$ cat src/rtl/ic232_pkg.sv
// ic232_pkg: shared definitions for the ic232 sequencer slice.
//   state_e          sequencer FSM states (IDLE, RUN, CAPT, DONE)
//   PAT_W            width of the {A2,A1,A0} drive pattern
//   A0_IDX..A2_IDX   bit positions of each ic232 input within the pattern
package ic232_pkg;

  localparam int PAT_W  = 3;
  localparam int A0_IDX = 0;
  localparam int A1_IDX = 1;
  localparam int A2_IDX = 2;

  typedef enum logic [1:0] {
    IDLE = 2'd0,
    RUN  = 2'd1,
    CAPT = 2'd2,
    DONE = 2'd3
  } state_e;

endpackage

$ cat src/rtl/sat_counter.sv
// sat_counter: width-parameterised up-counter that sticks at all-ones.
//   clk, rst_n   clock, asynchronous active-low reset
//   clr_i        load zero (takes priority over inc_i)
//   inc_i        add one unless already saturated
//   count_o      registered count
//   next_o       value count_o takes at the next edge, so a caller can
//                capture "count including this cycle's increment"
module sat_counter #(
  parameter int W = 8
) (
  input  logic         clk,
  input  logic         rst_n,
  input  logic         clr_i,
  input  logic         inc_i,
  output logic [W-1:0] count_o,
  output logic [W-1:0] next_o
);

  logic [W-1:0] count_q;
  logic [W-1:0] count_d;

  always_comb begin
    count_d = count_q;
    if (clr_i) begin
      count_d = '0;
    end else if (inc_i && (count_q != {W{1'b1}})) begin
      count_d = count_q + W'(1);
    end
  end

  always_ff @(posedge clk or negedge rst_n) begin
    if (!rst_n) begin
      count_q <= '0;
    end else begin
      count_q <= count_d;
    end
  end

  assign count_o = count_q;
  assign next_o  = count_d;

endmodule

$ cat src/rtl/ic232_sequencer.sv
// ic232_sequencer: applies a 3-bit pattern to one ic232 for N clock edges,
// counts edges after which Z was high, and reports the final {Q1,Q0}.
//   clk, rst_n            clock, asynchronous active-low reset
//   cmd_valid/cmd_ready   command handshake
//   cmd_pattern           {A2,A1,A0} to apply
//   cmd_cycles            N, number of ic232 edges to apply the pattern
//   abort                 early termination while RUN or CAPT
//   A0, A1, A2            registered drive to ic232
//   Q0, Q1, Z             ic232 outputs
//   busy                  high in RUN and CAPT
//   done                  one-cycle pulse, rsp_* valid with it
//   rsp_z_count           Z-high count (saturating)
//   rsp_q                 {Q1,Q0} after the last applied edge
//   rsp_aborted           command ended by abort
//   dbg_state             current FSM state
//
// Handshake: a command transfers on a rising edge where cmd_valid and
// cmd_ready are both 1; cmd_ready is 1 only in IDLE, and cmd_* are ignored
// otherwise. No backpressure exists on the response side: done is a pulse.
module ic232_sequencer
  import ic232_pkg::*;
#(
  parameter int               CNT_W   = 8,
  parameter int               ZCNT_W  = 8,
  parameter logic [PAT_W-1:0] RST_PAT = 3'b000
) (
  input  logic              clk,
  input  logic              rst_n,
  input  logic              cmd_valid,
  output logic              cmd_ready,
  input  logic [PAT_W-1:0]  cmd_pattern,
  input  logic [CNT_W-1:0]  cmd_cycles,
  input  logic              abort,
  output logic              A0,
  output logic              A1,
  output logic              A2,
  input  logic              Q0,
  input  logic              Q1,
  input  logic              Z,
  output logic              busy,
  output logic              done,
  output logic [ZCNT_W-1:0] rsp_z_count,
  output logic [1:0]        rsp_q,
  output logic              rsp_aborted,
  output state_e            dbg_state
);

  state_e              state_q;
  logic [PAT_W-1:0]    a_q;
  logic [CNT_W-1:0]    rem_q;
  logic                first_q;
  logic                cmd_ready_q;
  logic                busy_q;
  logic                done_q;
  logic [ZCNT_W-1:0]   rsp_z_count_q;
  logic [1:0]          rsp_q_q;
  logic                rsp_aborted_q;

  logic                accept;
  logic                zc_clr;
  logic                zc_inc;
  logic [ZCNT_W-1:0]   zc_count;
  logic [ZCNT_W-1:0]   zc_next;

  assign accept = (state_q == IDLE) && cmd_valid;

  // The first RUN edge is the one on which ic232 first sees the new pattern,
  // so Z at that edge still reflects the previous command and is skipped.
  assign zc_clr = accept;
  assign zc_inc = Z && (((state_q == RUN) && !first_q) || (state_q == CAPT));

  sat_counter #(.W(ZCNT_W)) u_zc (
    .clk     (clk),
    .rst_n   (rst_n),
    .clr_i   (zc_clr),
    .inc_i   (zc_inc),
    .count_o (zc_count),
    .next_o  (zc_next)
  );

  always_ff @(posedge clk or negedge rst_n) begin
    if (!rst_n) begin
      state_q       <= IDLE;
      a_q           <= RST_PAT;
      rem_q         <= '0;
      first_q       <= 1'b0;
      cmd_ready_q   <= 1'b1;
      busy_q        <= 1'b0;
      done_q        <= 1'b0;
      rsp_z_count_q <= '0;
      rsp_q_q       <= 2'b00;
      rsp_aborted_q <= 1'b0;
    end else begin
      done_q <= 1'b0;
      case (state_q)
        IDLE: begin
          if (accept) begin
            a_q         <= cmd_pattern;
            rem_q       <= cmd_cycles;
            first_q     <= 1'b1;
            cmd_ready_q <= 1'b0;
            if (cmd_cycles == '0) begin
              // Nothing to apply: report the ic232 state as seen right now.
              state_q       <= DONE;
              done_q        <= 1'b1;
              rsp_q_q       <= {Q1, Q0};
              rsp_z_count_q <= '0;
              rsp_aborted_q <= 1'b0;
            end else begin
              state_q <= RUN;
              busy_q  <= 1'b1;
            end
          end
        end
        RUN: begin
          rem_q   <= rem_q - CNT_W'(1);
          first_q <= 1'b0;
          if (abort) begin
            state_q       <= DONE;
            busy_q        <= 1'b0;
            done_q        <= 1'b1;
            rsp_q_q       <= {Q1, Q0};
            rsp_z_count_q <= zc_next;
            rsp_aborted_q <= 1'b1;
          end else if (rem_q == CNT_W'(1)) begin
            state_q <= CAPT;
          end
        end
        CAPT: begin
          // zc_next already folds in Z after the final applied edge.
          state_q       <= DONE;
          busy_q        <= 1'b0;
          done_q        <= 1'b1;
          rsp_q_q       <= {Q1, Q0};
          rsp_z_count_q <= zc_next;
          rsp_aborted_q <= abort;
        end
        DONE: begin
          state_q     <= IDLE;
          cmd_ready_q <= 1'b1;
        end
        default: begin
          state_q     <= IDLE;
          busy_q      <= 1'b0;
          cmd_ready_q <= 1'b1;
        end
      endcase
    end
  end

  assign A0          = a_q[A0_IDX];
  assign A1          = a_q[A1_IDX];
  assign A2          = a_q[A2_IDX];
  assign cmd_ready   = cmd_ready_q;
  assign busy        = busy_q;
  assign done        = done_q;
  assign rsp_z_count = rsp_z_count_q;
  assign rsp_q       = rsp_q_q;
  assign rsp_aborted = rsp_aborted_q;
  assign dbg_state   = state_q;

endmodule

$ cat config.mk
export PLATFORM = sky130hd
export DESIGN_NAME = ic232_sequencer
export DESIGN_NICKNAME = d
export VERILOG_FILES = /design/src/rtl/ic232_pkg.sv /design/src/rtl/sat_counter.sv /design/src/rtl/ic232_sequencer.sv
export SDC_FILE = /design/constraint.sdc
export NUM_CORES = 1
export LEC_CHECK = 0
export CAP_MARGIN = 20
export CELL_PAD_IN_SITES_DETAIL_PLACEMENT = 0
export CELL_PAD_IN_SITES_GLOBAL_PLACEMENT = 2
export CORE_MARGIN = 4
export CORE_UTILIZATION = 31
export DETAILED_ROUTE_END_ITERATION = 10
export GPL_TIMING_DRIVEN = 1
export PLACE_DENSITY = 0.75
export REMOVE_ABC_BUFFERS = 1
export SYNTH_ARGS = -nofsm -noshare
export SYNTH_HDL_FRONTEND = slang
export SYNTH_SLANG_ARGS = --single-unit
$ cat constraint.sdc
create_clock -name clk -period 2.2 [get_ports clk]
set_clock_uncertainty 0.05 [all_clocks]
set_input_delay 0.44 -clock clk [delete_from_list [all_inputs] [get_ports clk]]
set_output_delay 0.44 -clock clk [all_outputs]
set_load 0.01 [all_outputs]
==> results.txt <==
* Cell Area, Synth: 1880 sq um
- Top cells by area, synth: sky130_fd_sc_hd__dfrtp_1 (47%), sky130_fd_sc_hd__nand2_1 (5.8%), sky130_fd_sc_hd__ha_1 (4.7%)
- The worst pin sits at a relative slew slack of 64.4%.
- In this run the count of I/O pins placed on the die edge is 37.
- The count of final max-slew check failures was 0.
- Type of the worst setup path: reg -> reg
- In this run the vertical extent of the chip is 85.8 um.
* Cell leakage power: 1.12 nW
* Number of enable flip-flop cells after synthesis: 0
* Cell type with the largest total area after synthesis: sky130_fd_sc_hd__dfrtp_1
* Max-cap check violation count: 0
* Pin count of the biggest net entering global routing: 24
- Worst min-delay path category: in -> async
* Number of antenna violations at the first check in global routing: 0
- Setup repair after global routing left no endpoint under its margin.
- Counting flops with an async set or reset pin after synthesis yields a share of 100%.
* Setup_tns: 0 ps
- The final hold violation count was 0.
- In this run, the number of DRC markers left after iteration 0 of detailed routing was 58.
* Core Box Area: 5890 sq um
* Crit-path max cell delay: 410 ps
- Synthesis Warnings: 0
* Max Buffers Root-to-Sink: 2
- Layout net count: 281
* Layout overhead on the synthesized area: 35.1%
- The placed instances occupy a cell area of 2440 sq um.
- Final weighted congestion in routability-driven placement: 0.777
- Most repeated cell in the gate-level netlist after synthesis: sky130_fd_sc_hd__dfrtp_1
- Hold-fix buffers, CTS: 0
- A synthesized cell averages 9.43 sq um.
- The tree is rooted in a sky130_fd_sc_hd__clkbuf_8.
- Along the worst path, the maximum fanout reaches 14.
- Shortest period the worst path allows: 2040 ps
* Number of inserted diodes: 0
- Setup violations, final: 0
* Number of vias per cell after detailed routing: 4.82
* Via count of the first global-routing pass: 1569
- Number of gates given a new drive strength after cts: 0
* Proportion of layout cells with a drive suffix above 1: 16.7%
- Clock-pin slew reported for the worst setup and hold paths after clock tree synthesis: 70 ps
- Across the VDD grid, the largest voltage drop is 0.646 mV.
- After synthesis, the largest area contributor takes up 46.7% of total cell area.
* Remaining number of nets flagged by the antenna check after routing: 0
- Average wire length per cell after detail routing: 13.5 um
- Die span in x: 85.8 um
- Slowest stage cell on the critical path: sky130_fd_sc_hd__dfrtp_1
* Worst Setup End Kind: flop
- Timing would allow up to 491 MHz.
- Buffers placed on the I/O ports in this run total 36.
- Synth top cells by count: sky130_fd_sc_hd__dfrtp_1 (35), sky130_fd_sc_hd__nand2_1 (29), sky130_fd_sc_hd__nor2_1 (20)
- Standard-cell rows: 28
- Overall routed net length: 4.49 mm
- Number of clock sinks: 36
- The pre-antenna-repair detailed-routing pass consisted of 4 iterations.
- Share of the clock period used by the worst path: 92.6%
- CP Cell Sequence: inv_1 > ha_1 > and2b_2 > or3_1 > o21bai_4 > mux2_2
- Overall routing resource usage: 13.5%
- The worst setup path is launched from a flop.
- Once detailed placement completed, the half-perimeter wirelength came to 3.44 mm.
* TritonCTS clock tree: yes
* Critical path data required time: 2320 ps
- Worst Max-Slew Pin Slew: 533 ps
- Post-CTS Setup Inserts: 0
* Power density over cell area: 1310 nW/um^2
* Flip-flop and latch count after synthesis: 36
- Clock insertion delay at the later pin of the skew report: 280 ps
- Once the floorplan was initialized, standard cells occupied 31.9% of the core.
- Summed area of non-filler cells in the final layout: 2530 sq um
- CTS built an H-tree with a depth of 2.
- The share of the Yosys chip area taken by registers is 48.1%.
* Arr. time, crit path: 2160 ps
- Via count: 1600
* Die Outline Area: 7360 sq um
- Count of unresolved DRC violations after routing: 0
- The cell count after synthesis came out at 199.
* Post-synth top flop: sky130_fd_sc_hd__dfrtp_1
- The first global-routing pass estimated 7.80 mm of wire.
* Outcome: completed
* Overflow left after global routing: 0
- Clock tree synthesis inserted a total of 5 buffers.
- Counting distinct cell types in the post-synthesis netlist gives 42.
[cell type report]
cell class                      instances  area (sq um)
Clock buffer                            6          82.6
Clock inverter                          2          10.0
Fill cell                             575          3350
Inverter                               10          37.5
Multi-Input combinational cell        146           896
Sequential cell                        36           902
Tap cell                               75          93.8
Timing Repair Buffer                   57           513
[per-layer routing]
| metal | wire length [um] | vias up | track usage, % |
|---|---|---|---|
| met5 | 0 | - | 0 |
| met4 | 67 | 0 | 6.19 |
| met3 | 149 | 6 | 2.50 |
| met2 | 1940 | 35 | 19.6 |
| met1 | 2330 | 753 | 19.3 |
| li1 | - | 806 | - |
[state kept, by name, indices dropped and copies added, names as in the netlist]
signal	cells
dbg_state	2
rsp_aborted	1
a_q	3
u_zc.count_o	8
cmd_ready	1
rsp_q	2
rem_q	8
rsp_z_count	8
busy	1
first_q	1
done	1
[logic make-up after synthesis]
group / Yosys count / synth area share (%)
multiplexers: 8 / 4.47
AO/OA/AOI/OAI: 50 / 17.4
buffers and inverters: 17 / 4.20
flip-flops: 36 / 48.1
AND/OR/NAND/NOR: 78 / 19.8
adder cells (fa/ha/maj): 7 / 4.67
XOR/XNOR: 3 / 1.40
[worst max-delay path: cells and delay by family (launching register included)]
kind            cells  cell delay (ps)
simple gates        2              540
flops               1              410
mux                 1              300
compound gates      1              270
fa+ha+maj           1              240
buf+inv             1              100
[power breakdown]
| part | total (mW) | switching (mW) | internal (mW) | leakage [nW] |
|---|---|---|---|---|
| sequential | 1.10 | 0.183 | 0.916 | 0.455 |
| clock | 0.479 | 0.229 | 0.250 | 0.0510 |
| combinational | 1.75 | 0.903 | 0.844 | 0.612 |
| total | 3.32 | 1.32 | 2.01 | 1.12 |
[layout by cell type (no fill, tap or decap), types with 5 or more instances in the layout]
| master | synthesis | routed |
|---|---|---|
| sky130_fd_sc_hd__dfrtp_1 | 35 | 35 |
| sky130_fd_sc_hd__nor3_1 | 5 | 5 |
| sky130_fd_sc_hd__nor2_1 | 20 | 20 |
| sky130_fd_sc_hd__mux2i_1 | 5 | 5 |
| sky130_fd_sc_hd__inv_1 | 10 | 10 |
| sky130_fd_sc_hd__nand3_1 | 6 | 6 |
| sky130_fd_sc_hd__buf_4 | 0 | 21 |
| sky130_fd_sc_hd__o21ai_0 | 15 | 15 |
| sky130_fd_sc_hd__clkbuf_8 | 0 | 6 |
| sky130_fd_sc_hd__ha_1 | 7 | 7 |
| sky130_fd_sc_hd__a21oi_1 | 16 | 16 |
| sky130_fd_sc_hd__clkdlybuf4s50_1 | 0 | 35 |
| sky130_fd_sc_hd__nand2_1 | 29 | 29 |
[worst paths after layout]
kind | from | endpoint | slack [ps] | cells after the start
min in group clk | rsp_z_count[2] | rsp_z_count[2] | 430 | 2
hold reg to reg | rsp_z_count[2] | rsp_z_count[2] | 430 | 2
max in group asynchronous | rst_n | rem_q[6] | 1500 | 2
hold / removal | rst_n | rsp_z_count[5] | 80 | 1
setup / recovery | dbg_state[1] | rsp_q[1] | 160 | 6
setup reg to reg | dbg_state[1] | rsp_q[1] | 160 | 6
[through the flow]
stage	setup WS (ps)	std cells	total power, mW	hold slack [ps]	util [%]
3_3_place_gp	-43.0	324	2.86	400	41.5
6_report	163	332	3.32	78.6	43.1
5_1_grt	32.2	332	3.63	107	43.1
3_5_place_dp	-43.7	324	2.87	411	41.5
4_1_cts	155	332	3.36	98.1	43.1
2_1_floorplan	-162	192	2.09	94.4	-
Power figures use the tool's default switching activity.
